--- src/rtl/hamming_enc_fifo.sv ---
// Hamming(7,4) encoder with optional single-bit error injection,
// feeding a small valid/ready FIFO toward the decoder side.
module hamming_enc_fifo #(
    parameter int DEPTH = 4,
    parameter int CNT_W = 16
) (
    input  logic                      clk,
    input  logic                      rst_n,
    input  logic                      in_valid,
    output logic                      in_ready,
    input  logic [3:0]                in_data,
    input  logic                      inj_en,
    input  logic [2:0]                inj_bit,
    output logic                      out_valid,
    input  logic                      out_ready,
    output logic [6:0]                out_data,
    output logic [$clog2(DEPTH):0]    level,
    output logic [CNT_W-1:0]          sent_cnt,
    output logic [CNT_W-1:0]          inj_cnt
);

    localparam int AW = $clog2(DEPTH);
    localparam int LW = AW + 1;

    typedef enum logic [1:0] {
        EMPTY   = 2'd0,
        PARTIAL = 2'd1,
        FULL    = 2'd2
    } state_e;

    state_e          state_q;
    logic [LW-1:0]   level_q, level_d;
    logic [AW-1:0]   wr_ptr_q, rd_ptr_q;
    logic [CNT_W-1:0] sent_q, inj_q;

    // Each entry: {flip_flag, codeword[6:0]}
    logic [7:0]      mem_q [DEPTH];
    logic [7:0]      head;

    logic [6:0]      code_raw, code_inj, mask;
    logic            flip;
    logic            push, pop;

    always_comb begin
        code_raw = {in_data[3] ^ in_data[1] ^ in_data[0],
                    in_data[3] ^ in_data[2] ^ in_data[1],
                    in_data[2] ^ in_data[1] ^ in_data[0],
                    in_data};
        flip     = inj_en && (inj_bit != 3'd7);
        mask     = 7'd1 << inj_bit;
        code_inj = flip ? (code_raw ^ mask) : code_raw;
    end

    assign in_ready  = (state_q != FULL);
    assign out_valid = (state_q != EMPTY);
    assign push      = in_valid && in_ready;
    assign pop       = out_valid && out_ready;
    assign head      = mem_q[rd_ptr_q];

    // Storage is never cleared; the empty state masks stale contents.
    assign out_data  = out_valid ? head[6:0] : 7'd0;
    assign level     = level_q;
    assign sent_cnt  = sent_q;
    assign inj_cnt   = inj_q;

    always_comb begin
        level_d = level_q;
        if (push && !pop) begin
            level_d = level_q + LW'(1);
        end else if (pop && !push) begin
            level_d = level_q - LW'(1);
        end
    end

    always_ff @(posedge clk) begin
        if (push) begin
            mem_q[wr_ptr_q] <= {flip, code_inj};
        end
    end

    always_ff @(posedge clk or negedge rst_n) begin
        if (!rst_n) begin
            state_q  <= EMPTY;
            level_q  <= '0;
            wr_ptr_q <= '0;
            rd_ptr_q <= '0;
            sent_q   <= '0;
            inj_q    <= '0;
        end else begin
            level_q <= level_d;
            if (push) begin
                wr_ptr_q <= wr_ptr_q + AW'(1);
            end
            if (pop) begin
                rd_ptr_q <= rd_ptr_q + AW'(1);
                sent_q   <= sent_q + CNT_W'(1);
                if (head[7]) begin
                    inj_q <= inj_q + CNT_W'(1);
                end
            end
            unique case (state_q)
                EMPTY: begin
                    if (push) begin
                        state_q <= PARTIAL;
                    end
                end
                PARTIAL: begin
                    if (push && !pop && level_q == LW'(DEPTH - 1)) begin
                        state_q <= FULL;
                    end else if (pop && !push && level_q == LW'(1)) begin
                        state_q <= EMPTY;
                    end
                end
                FULL: begin
                    if (pop) begin
                        state_q <= PARTIAL;
                    end
                end
                default: state_q <= EMPTY;
            endcase
        end
    end

endmodule

--- config.mk ---
export PLATFORM = sky130hd
export DESIGN_NAME = hamming_enc_fifo
export DESIGN_NICKNAME = d
export VERILOG_FILES = /design/src/rtl/hamming_enc_fifo.sv
export SDC_FILE = /design/constraint.sdc
export NUM_CORES = 1
export LEC_CHECK = 0
export CORE_MARGIN = 5
export CORE_UTILIZATION = 50
export DETAILED_ROUTE_END_ITERATION = 6
export DONT_BUFFER_PORTS = 1
export GPL_ROUTABILITY_DRIVEN = 0
export PLACE_DENSITY = 0.74
export REMOVE_ABC_BUFFERS = 1
export SYNTH_ARGS = -nofsm -noshare
export SYNTH_HDL_FRONTEND = slang
export SYNTH_SLANG_ARGS = --single-unit
--- constraint.sdc ---
create_clock -name clk -period 1.76 [get_ports clk]
set_input_delay 0.352 -clock clk [delete_from_list [all_inputs] [get_ports clk]]
set_output_delay 0.352 -clock clk [all_outputs]
set_load 0.03 [all_outputs]
==> results of run 1 <==
[cell families after synthesis]
logic type,Yosys count
flops,73
xor+xnor,47
compound gates,13
fa+ha+maj,12
mux,11
buf+inv,17
simple gates,80
[registers in the layout (all words and copies together) (netlist names)]
register  flops
inj_cnt      16
level         3
mem_q        32
rd_ptr_q      2
sent_cnt     16
state_q       2
wr_ptr_q      2
[layer usage]
layer  routed length, µm  GRT usage  vias to the layer above
met5                   0          0                        -
met1                2600      0.202                     1029
met4                 102     0.0879                        0
met2                3300      0.259                       42
li1                    -          -                     1011
met3                 360     0.0455                        9
[power by group]
| group | internal (µW) | total, µW | switching (µW) |
|---|---|---|---|
| sequential | 2190 | 2500 | 312 |
| clock | 499 | 1080 | 576 |
| combinational | 1200 | 2640 | 1440 |
[cell type report]
cell class	count	area, µm²	area share
Tap cell	80	100	0.0246
Timing Repair Buffer	51	429	0.106
Clock inverter	4	21.3	0.00523
Multi-Input combinational cell	163	1350	0.332
Sequential cell	73	1990	0.489
Inverter	12	45.0	0.0111
Clock buffer	11	131	0.0323
[worst max-delay path by stage]
| stage | start | endpoint | slack, ps | cells past startpoint |
|---|---|---|---|---|
| floorplan | sent_cnt[0] | sent_cnt[10] | -70 | 5 |
| global placement | rd_ptr_q[0] | out_data[3] | 90 | 4 |
| detailed placement | rd_ptr_q[0] | out_data[3] | 80 | 4 |
| CTS | rd_ptr_q[0] | out_data[3] | -300 | 4 |
| global route | rd_ptr_q[0] | out_data[4] | -330 | 4 |
| finish | rd_ptr_q[0] | out_data[5] | -270 | 4 |
[metrics by stage]
stage                     std cells  utilization  setup TNS (ps)
final                           394        0.609           -1820
after global routing            394        0.609           -2640
after CTS                       390        0.595           -2010
after detailed placement        373        0.567               0
after global placement          373        0.567               0
after floorplan                 248            -            -172
[critical path: stages, from the launching register on]
cell	delay [ps]
sky130_fd_sc_hd__dfrtp_1	410
sky130_fd_sc_hd__buf_12	140
sky130_fd_sc_hd__mux4_2	480
sky130_fd_sc_hd__nor2b_2	170
sky130_fd_sc_hd__buf_6	130
[cell usage in the layout (no fill, tap or decap), types with 7 or more instances in the layout]
cell                       count
sky130_fd_sc_hd__nand4_1       8
sky130_fd_sc_hd__dfrtp_1      39
sky130_fd_sc_hd__ha_1         11
sky130_fd_sc_hd__edfxtp_1     32
sky130_fd_sc_hd__nand3_1       7
sky130_fd_sc_hd__mux4_2        8
sky130_fd_sc_hd__nand2_1      20
sky130_fd_sc_hd__nor2_1       10
sky130_fd_sc_hd__xor2_1       17
sky130_fd_sc_hd__buf_4        43
sky130_fd_sc_hd__xnor2_1      30
sky130_fd_sc_hd__clkbuf_8      9
sky130_fd_sc_hd__inv_1        10
[timing repair]
item / CTS / global route
hold buffers: 2 / 0
buffers inserted: 0 / 4
pin swaps: 0 / 3
endpoints found under the setup margin: 7 / 12
resized for setup: 0 / 19
endpoints found under the hold margin: 41 / 0
==> out/metrics.json, run 1 <==
{
  "design.portCount": {"value": 56},
  "dr.pass1.iters": {"value": 4},
  "reg2reg_slack": {"value": -30, "unit": "ps"},
  "holdWs": {"value": 116, "unit": "ps"},
  "grt_first_pass_wirelength": {"value": 10700, "unit": "µm"},
  "wl_per_cell": {"value": 16.2, "unit": "µm"},
  "synth_sequential_area_ratio": {"value": 0.587},
  "die_area": {"value": 8520, "unit": "µm²"},
  "setup-violations-final": {"value": 10},
  "whs_path_depth": {"value": 1},
  "cts_htree_levels": {"value": 3},
  "grt_max_degree": {"value": 42},
  "drc": {"value": 0},
  "clock-sinks": {"value": 73},
  "synthArstFlopShare": {"value": 0.562},
  "gr-usage-all-layers": {"value": 0.163},
  "synthesis.area_per_instance": {"value": 13.4, "unit": "µm²"},
  "peakVddDrop": {"value": 0.000844, "unit": "V"},
  "layout-area-overhead-vs-synth": {"value": 20.1, "unit": "%"},
  "min_to": {"value": "state_q[1]"},
  "postSynth.topFlopCell": {"value": "sky130_fd_sc_hd__dfrtp_1"},
  "final_design_area_no_fill": {"value": 4070, "unit": "µm²"},
  "drtAntennaViolNets": {"value": 0},
  "place.port_buffers": {"value": 0},
  "cp.arrival": {"value": 1670, "unit": "ps"},
  "netlist-cell-type-count": {"value": 40},
  "power-per-cell-area": {"value": 1530, "unit": "nW/µm²"},
  "main_combinational_cell_family_by_area_after_synthesis": {"value": "simple AND/OR/NAND/NOR gates"},
  "fin_ws": {"value": -267, "unit": "ps"},
  "unrepaired_setup_endpoints_after_global_routing": {"value": "yes"},
  "startpoint_type": {"value": "flop"},
  "routed_wirelength": {"value": 6370, "unit": "µm"},
  "layout_worst_path_cycle_share": {"value": 1.15},
  "global_route.overflow_total": {"value": 0},
  "regToRegEndpoint": {"value": "inj_cnt[1]"},
  "synthMuxAreaShare": {"value": 0.0628},
  "synthXorXnorAreaFrac": {"value": 0.122},
  "synth_compound_gate_area_share": {"value": 0.0248},
  "fraction_of_layout_instances_using_a_drive_strength_above_1": {"value": 0.287},
  "ys.warnings.count": {"value": 0},
  "dp.final_hpwl": {"value": 4600, "unit": "µm"},
  "run_status": {"value": "complete, but fails checks"},
  "timing.final.hold_violations": {"value": 0},
  "vias_in_the_first_global_route": {"value": 2177},
  "die_extent_in_y": {"value": 92.3, "unit": "µm"},
  "timing_max_transition_violations_final": {"value": 0},
  "cp_max_fo": {"value": 6},
  "detailed_place.area": {"value": 3790, "unit": "µm²"},
  "worst_pin_slew": {"value": 403, "unit": "ps"},
  "fill_cells": {"value": 528},
  "maxSlewHeadroom": {"value": 0.731},
  "fmax": {"value": 493, "unit": "MHz"},
  "post_synth_instance_area": {"value": 3390, "unit": "µm²"},
  "post-synth-top-count-cell": {"value": "sky130_fd_sc_hd__dfrtp_1"},
  "initialDrtViolationCount": {"value": 74},
  "worstSetupPathType": {"value": "reg -> out"},
  "worst-endpoint-required": {"value": 1410, "unit": "ps"},
  "drv_cap": {"value": 0},
  "cp-end-kind": {"value": "output pin"},
  "post-place-ws": {"value": 76.6, "unit": "ps"},
  "clock_tree.buffer_depth": {"value": 2},
  "synth.top_cells.by_area": {"value": "sky130_fd_sc_hd__dfrtp_1 (30%), sky130_fd_sc_hd__edfxtp_1 (28%), sky130_fd_sc_hd__xnor2_1 (7.8%)"},
  "grt_antenna_before_repair": {"value": 0},
  "clk_pin_slew_worst_paths": {"value": 70, "unit": "ps"},
  "placeable_core_region": {"value": 6680, "unit": "µm²"},
  "total_power": {"value": 6210, "unit": "µW"},
  "final_critical_path_required_period": {"value": 2030, "unit": "ps"},
  "synthDominantCellAreaShare": {"value": 0.303},
  "placement_rows": {"value": 30},
  "root_buffer": {"value": "sky130_fd_sc_hd__clkbuf_8"},
  "fin_skew": {"value": 8.06, "unit": "ps"},
  "violations": {"value": "negative setup slack"},
  "synth_commonest_cells": {"value": "sky130_fd_sc_hd__dfrtp_1 (41), sky130_fd_sc_hd__edfxtp_1 (32), sky130_fd_sc_hd__xnor2_1 (30), sky130_fd_sc_hd__nand2_1 (20), sky130_fd_sc_hd__xor2_1 (17)"},
  "numCtsBuffers": {"value": 9},
  "diode_count": {"value": 0},
  "worstHoldPathType": {"value": "in -> reg"},
  "synth_simple_gate_area_share": {"value": 0.133},
  "die-width": {"value": 92.3, "unit": "µm"},
  "synth.ff_latch_count": {"value": 73},
  "fin_nets": {"value": 334},
  "reg2reg_from": {"value": "rd_ptr_q[0]"},
  "cts_tree": {"value": "done"},
  "detail_routed_via_count_per_cell": {"value": 5.31},
  "netlist.top_cell.by_area": {"value": "sky130_fd_sc_hd__dfrtp_1"},
  "synth_edf_count": {"value": 32},
  "via_count": {"value": 2091},
  "count_of_mapped_cells_out_of_synthesis": {"value": 253},
  "r2r_depth": {"value": 5},
  "initial_utilization": {"value": 0.507},
  "clock_latency_on_the_worst_skew_pair": {"value": 330, "unit": "ps"},
  "leak": {"value": 0.00172, "unit": "µW"},
  "synth_fa_ha_area_frac": {"value": 0.0443},
  "hold_startpoint": {"value": "out_ready"}
}
(Power assumes the default switching activity.)
==> run 2, diff against run 1 <==
--- a/config.mk
+++ b/config.mk
@@ -5,8 +5,10 @@
 export SDC_FILE = /design/constraint.sdc
 export NUM_CORES = 1
 export LEC_CHECK = 0
+export ABC_AREA = 0
 export CORE_MARGIN = 5
 export CORE_UTILIZATION = 50
+export CTS_CLUSTER_DIAMETER = 80
 export DETAILED_ROUTE_END_ITERATION = 6
 export DONT_BUFFER_PORTS = 1
 export GPL_ROUTABILITY_DRIVEN = 0
==> results of run 2 <==
The final DEF is identical to that of run 1; final timing and power are the same.
